$ cat config.mk
export PLATFORM = sky130hd
export DESIGN_NAME = prio_enc_disp
export DESIGN_NICKNAME = d
export VERILOG_FILES = /design/src/rtl/prio_disp_pkg.sv /design/src/rtl/hex7seg.sv /design/src/rtl/prio_enc_disp.sv
export SDC_FILE = /design/constraint.sdc
export NUM_CORES = 1
export LEC_CHECK = 0
export CAP_MARGIN = 25
export CORE_ASPECT_RATIO = 0.7
export CORE_MARGIN = 1
export CORE_UTILIZATION = 50
export DETAILED_ROUTE_END_ITERATION = 6
export GPL_TIMING_DRIVEN = 0
export MAX_ROUTING_LAYER = met4
export PLACE_DENSITY_LB_ADDON = 0.15
export SLEW_MARGIN = 0
export SYNTH_ARGS = -nofsm -noshare
export SYNTH_HDL_FRONTEND = slang
export SYNTH_SLANG_ARGS = --single-unit
$ cat constraint.sdc
create_clock -name clk -period 4.07 [get_ports clk]
set_input_delay 1.221 -clock clk [delete_from_list [all_inputs] [get_ports clk]]
set_output_delay 1.221 -clock clk [all_outputs]
set_load 0.005 [all_outputs]
$ cat src/rtl/prio_disp_pkg.sv
// prio_disp_pkg: shared constants for the priority-encoder display block.
//   - Segment bit positions (bit0=a .. bit6=g, bit7=dp).
//   - Active-high 7-bit hex glyphs 0-F (lowercase b and d).
//   - Blank pattern and a helper that applies the pin polarity.
package prio_disp_pkg;

  localparam int SEG_A  = 0;
  localparam int SEG_B  = 1;
  localparam int SEG_C  = 2;
  localparam int SEG_D  = 3;
  localparam int SEG_E  = 4;
  localparam int SEG_F  = 5;
  localparam int SEG_G  = 6;
  localparam int SEG_DP = 7;

  // Index = nibble value; bit n lights segment n (a..g), active-high.
  localparam logic [6:0] GLYPH_HEX [16] = '{
    7'h3F, 7'h06, 7'h5B, 7'h4F,   // 0 1 2 3
    7'h66, 7'h6D, 7'h7D, 7'h07,   // 4 5 6 7
    7'h7F, 7'h6F, 7'h77, 7'h7C,   // 8 9 A b
    7'h39, 7'h5E, 7'h79, 7'h71    // C d E F
  };

  // All segments dark, before polarity is applied.
  localparam logic [7:0] SEG_BLANK = 8'h00;

  // Converts an active-high pattern to pin polarity.
  function automatic logic [7:0] seg_apply_pol(input logic [7:0] seg_ah,
                                               input logic       active_low);
    return active_low ? ~seg_ah : seg_ah;
  endfunction

endpackage

$ cat src/rtl/hex7seg.sv
// hex7seg: combinational hex nibble to seven-segment glyph.
// Ports:
//   nib_i      4-bit value to display
//   blank_i    1: all segments dark
//   act_low_i  1: lit segment driven as 0
//   seg_o      {dp, g, f, e, d, c, b, a}; dp is always dark
module hex7seg
  import prio_disp_pkg::*;
(
  input  logic [3:0] nib_i,
  input  logic       blank_i,
  input  logic       act_low_i,
  output logic [7:0] seg_o
);

  logic [7:0] seg_ah;

  always_comb begin
    seg_ah = SEG_BLANK;
    if (!blank_i) begin
      seg_ah[SEG_G:SEG_A] = GLYPH_HEX[nib_i];
    end
    seg_ah[SEG_DP] = 1'b0;
    seg_o = seg_apply_pol(seg_ah, act_low_i);
  end

endmodule

$ cat src/rtl/prio_enc_disp.sv
// prio_enc_disp: switch vector synchroniser, debouncer and priority encoder
// with registered index/valid/change outputs and a two-digit hex display.
// Ports:
//   clk, rst         system clock, synchronous active-high reset
//   sw               raw asynchronous switch vector (WIDTH bits)
//   mode             0: highest set bit wins, 1: lowest set bit wins
//   hold             1: freeze idx/valid (and hence the segments)
//   idx, valid       registered encoder result
//   changed          one-cycle pulse after a load that altered idx or valid
//   seg_lo, seg_hi   glyphs of idx[3:0] and idx[7:4]
//   evt_cnt          16-bit count of changed pulses (only with PRIO_EVT_CNT_EN)
// Build option: define PRIO_EVT_CNT_EN to add the evt_cnt output and counter.
module prio_enc_disp
  import prio_disp_pkg::*;
#(
  parameter int WIDTH          = 8,
  parameter int DEB_CYCLES     = 16,
  parameter bit SEG_ACTIVE_LOW = 1'b1
) (
  input  logic                       clk,
  input  logic                       rst,
  input  logic [WIDTH-1:0]           sw,
  input  logic                       mode,
  input  logic                       hold,
  output logic [$clog2(WIDTH)-1:0]   idx,
  output logic                       valid,
  output logic                       changed,
  output logic [7:0]                 seg_lo,
  output logic [7:0]                 seg_hi
`ifdef PRIO_EVT_CNT_EN
  ,
  output logic [15:0]                evt_cnt
`endif
);

  localparam int IDX_W = $clog2(WIDTH);
  localparam int CNT_W = $clog2(DEB_CYCLES);
  localparam logic [CNT_W-1:0] CNT_LAST = CNT_W'(DEB_CYCLES - 1);
  // Wide enough to always hold idx[7:4], zero-filled above IDX_W.
  localparam int PAD_W = (IDX_W > 8) ? IDX_W : 8;

  logic [WIDTH-1:0] s1_q, s2_q;
  logic [WIDTH-1:0] cand_q, stable_q;
  logic [CNT_W-1:0] cnt_q;

  logic [IDX_W-1:0] idx_d, idx_q;
  logic             valid_d, valid_q;
  logic             changed_d, changed_q;

  // Synchroniser and debounce. Once a candidate has been seen DEB_CYCLES
  // times in a row, cnt parks at its last value and every further matching
  // sample re-commits the candidate to stable.
  always_ff @(posedge clk) begin
    if (rst) begin
      s1_q     <= '0;
      s2_q     <= '0;
      cand_q   <= '0;
      cnt_q    <= '0;
      stable_q <= '0;
    end else begin
      s1_q <= sw;
      s2_q <= s1_q;
      if (s2_q != cand_q) begin
        cand_q <= s2_q;
        cnt_q  <= '0;
      end else if (cnt_q != CNT_LAST) begin
        cnt_q <= cnt_q + CNT_W'(1);
      end else begin
        stable_q <= cand_q;
      end
    end
  end

  // Priority encode. Each loop lets the last matching bit win, so the scan
  // direction picks highest (ascending) or lowest (descending).
  always_comb begin
    idx_d   = '0;
    valid_d = |stable_q;
    if (mode) begin
      for (int i = WIDTH - 1; i >= 0; i--) begin
        if (stable_q[i]) idx_d = IDX_W'(i);
      end
    end else begin
      for (int i = 0; i < WIDTH; i++) begin
        if (stable_q[i]) idx_d = IDX_W'(i);
      end
    end
    changed_d = (idx_d != idx_q) || (valid_d != valid_q);
  end

  always_ff @(posedge clk) begin
    if (rst) begin
      idx_q     <= '0;
      valid_q   <= 1'b0;
      changed_q <= 1'b0;
    end else if (hold) begin
      changed_q <= 1'b0;
    end else begin
      idx_q     <= idx_d;
      valid_q   <= valid_d;
      changed_q <= changed_d;
    end
  end

  assign idx     = idx_q;
  assign valid   = valid_q;
  assign changed = changed_q;

  logic [PAD_W-1:0] idx_pad;
  logic             hi_blank;

  assign idx_pad  = PAD_W'(idx_q);
  // With 16 or fewer inputs the high digit carries no index bits and stays dark.
  assign hi_blank = !valid_q || (IDX_W <= 4);

  hex7seg u_seg_lo (
    .nib_i     (idx_pad[3:0]),
    .blank_i   (!valid_q),
    .act_low_i (SEG_ACTIVE_LOW),
    .seg_o     (seg_lo)
  );

  hex7seg u_seg_hi (
    .nib_i     (idx_pad[7:4]),
    .blank_i   (hi_blank),
    .act_low_i (SEG_ACTIVE_LOW),
    .seg_o     (seg_hi)
  );

`ifdef PRIO_EVT_CNT_EN
  logic [15:0] evt_q;

  always_ff @(posedge clk) begin
    if (rst) begin
      evt_q <= '0;
    end else if (changed_q) begin
      evt_q <= evt_q + 16'd1;
    end
  end

  assign evt_cnt = evt_q;
`else
  // No event counter in this build.
`endif

endmodule
==> key figures <==
Status
  – Outcome: completed

CTS
  – CTS buffer count: 5
  – Clk_lat worst skew: 0.29 ns
  – H-tree depth: 2
  – Postcts setup bufs: 0
  – Cells resized by post-CTS repair: 0
  – TritonCTS clock tree: built
  – CTS Sinks: 41
  – CTS hold repair buffers: 0
  – Clock slew at reported path FFs: 0.08 ns
  – Clk buf depth: 2
  – CTS Root Buffer Type: clkbuf_8

GRT
  – First-pass GRT wire length: 5589 um
  – Initial antenna violation count: 0
  – Vias in the first global route: 1,164
  – Gr usage total: 18.98%
  – Grt total ovfl: 0
  – Largest net degree at the start of global routing: 15

Layout
  – FF+latch area: 820.8 um2
  – Leading cell type in the layout, fill and taps excluded: dfxtp_1
  – Syn-to-layout area delta: 21.84%
  – Multi-input logic area: 944.7 um2
  – Antenna cells: 0
  – Layout Cells excl Fill: 289
  – Fillers: 300
  – Layout Nets: 257
  – Share of cells above drive strength 1: 11.72%
  – Most frequent cells in the layout: 41 x dfxtp_1, 25 x nor2b_1, 24 x nor2_1, 21 x clkdlybuf4s50_1

Placed design
  – RePlAce Congestion: 0.8373
  – DP Cell Count: 281
  – Final HPWL DP: 2492 um
  – Pre-CTS setup slack: 1.098 ns
  – Port bufs: 21

Die
  – Core Area: 0.003581 mm2
  – Die Wd: 75.93 um
  – Starting Density: 53.42%
  – Die area: 0.004081 mm2
  – Io pins: 33
  – Row count: 18
  – Die H: 53.75 um

Setup path
  – Crit. End Element: output pin
  – Crit. path cell count: 4
  – FF-to-FF path depth: 5
  – Crit Path Max Fanout: 10
  – Biggest cell delay along the critical path: 0.55 ns
  – Crit-path slowest cell: dfxtp_1
  – Top delay family on crit path: buffers and inverters
  – Critical path class: register to output pin
  – Critical Path AT: 2.09 ns
  – CP Buf/Inv Count: 2
  – Startpoint Class: register
  – Worst path required time: 2.85 ns
  – CP cell instances: inv_1, ha_1, o211ai_1, clkdlybuf4s50_1

STA
  – Min Hold Slack: 0.4412 ns
  – Fin. max-slew vios: 0
  – Max_slew headroom: 65.90%
  – Final setup violating endpoints: 0
  – Fmax: 302.4 MHz
  – Tmin final: 3.307 ns
  – Least-Margin Pin Slew: 0.4986 ns
  – Final setup TNS: 0 ns
  – RSZ-0062 raised after global routing: false
  – PnR worst setup slack: 0.7635 ns
  – Tcrit/Tclk final: 81.24%
  – Final Hold Vio Count: 0
  – Layout Skew: 0.005634 ns

Logic synthesis
  – Syn_area_per_cell: 9.471 um2
  – Netlist cell types: 45
  – Mux cell area share after synthesis: 5.232%
  – Seq cells post-synth: 41
  – Mapped Cells: 202
  – Post-Syn Area: 0.001913 mm2
  – Complex-gate fraction of the synthesized area: 11.38%
  – Synth Area in Adders: 4.578%
  – Largest family of logic cells by synthesized area: simple AND/OR/NAND/NOR gates
  – Number of warnings issued by yosys: 0
  – Post-Synth Simple-Gate Area: 22.30%
  – Sequential share of the synthesized area: 42.90%
  – Xor/xnor cell area share of the yosys netlist: 4.120%

Power
  – VDD IR max: 328.7 uV
  – Pwr Density: 343.1 mW/mm2
  – Tot Pwr: 0.7998 mW
  – P_sw: 0.1744 mW
  – Sw frac: 21.80%
  – Sequential share of power: 52.3%
  – Internal: 0.6254 mW
  – Combinational fraction of design power: 6.8%
  – Clk pwr share: 41.0%
  – Leakage power: 0.8779 nW

Route
  – DR WL/cell: 11.70 um
  – Routed via count: 1,429
  – Post-route ant nets: 0
  – DRC: 0
  – DRT iter0 DRCs: 97
  – Drt pass-1 iters: 5
  – Final wirelength: 3382 um
  – Avg Vias per Cell: 4.945

Min path
  – Hold Crit Class: register to register
  – Hold Path Depth: 1

Run
  – Max-cap violations: 0
==> layout make-up <==
type	count	share of cell area, %
clock buffers	5	2.952
multi-input cells	145	40.53
repair buffers	21	9.018
well taps	50	2.684
flip-flops and latches	41	35.21
clock inverters	3	1.986
plain buffers	18	6.656
inverters	6	0.9662
==> metrics by stage <==
step	area, um2	utilization, %
3_3_place_gp	2216	61.88
5_1_grt	2331	65.09
6_report	2331	65.09
3_5_place_dp	2216	61.88
2_1_floorplan	1943	-
4_1_cts	2331	65.09
==> layer usage <==
layer | vias to the layer above | track usage, % | wire (um)
met2 | 40 | 25.61 | 1353
li1 | 740 | - | -
met1 | 644 | 25.54 | 1768
met5 | - | - | 0
met3 | 5 | 5.763 | 216
met4 | 0 | 9.615 | 44
==> cell families after synthesis <==
logic type,after synthesis
AND/OR/NAND/NOR,78
flip-flops,41
AO/OA/AOI/OAI,32
buffers and inverters,24
multiplexers,10
XOR/XNOR,9
adder cells (fa/ha/maj),7
other,1
==> state kept, by name (all words and copies together) (netlist names) <==
signal	cells
cand_q	8
stable_q	8
idx	3
valid	1
s1_q	8
cnt_q	4
s2_q	8
changed	1
==> Yosys cell counts, drive strengths merged <==
cell type,count,area [um2]
nor2b,25,156.4
xnor2,9,78.83
a221oi,3,26.28
a311oi,2,17.52
a211o,1,8.760
o22ai,1,6.260
a31oi,2,12.51
a211oi,1,7.510
nand2b,2,12.51
bufbuf,1,18.77
nand2,10,37.54
o21bai,1,7.510
nor3,5,36.29
o211ai,1,7.510
nand4,2,12.51
or3,1,6.260
nor2,24,90.09
dfxtp,41,820.8
conb,1,3.750
nor4,1,12.51
inv,6,22.52
a2111oi,2,18.77
o41ai,1,8.760
o21ai,9,45.04
and3,1,6.260
o2111a,1,11.26
nor3b,1,7.510
a21oi,6,30.03
clkbuf,3,12.51
mux2i,10,100.1
o211a,1,10.01
nor4b,1,15.01
ha,7,87.58
buf,14,123.9
or4,2,18.77
nand3,3,15.01
==> path summary, 6_finish.rpt <==
check	startpoint	slack, ns	to
max	idx[0]$_SDFFE_PP0N_	0.76	seg_lo[3]
min reg2reg	s1_q[6]$_SDFF_PP0_	0.44	s2_q[6]$_SDFF_PP0_
max reg2reg	stable_q[0]$_SDFFE_PP0P_	2.09	changed$_SDFF_PP0_
min	s1_q[6]$_SDFF_PP0_	0.44	s2_q[6]$_SDFF_PP0_
==> worst register-to-register path, cell delays in order, from the launching register on <==
cell	delay (ns)
dfxtp_1	0.38
or4_4	0.59
a21oi_1	0.22
a311oi_1	0.15
a2111oi_1	0.37
a311oi_1	0.14
==> power by group through the flow <==
stage	registers (mW)	clock network (mW)	logic, mW
after global placement	0.428	0	0.0532
after detailed placement	0.428	0	0.0538
final	0.418	0.328	0.0540
after CTS	0.418	0.335	0.0540
after global routing	0.420	0.350	0.0600
after floorplan	0.426	0	0.0380
No activity file was read; power rests on OpenSTA's default activity.
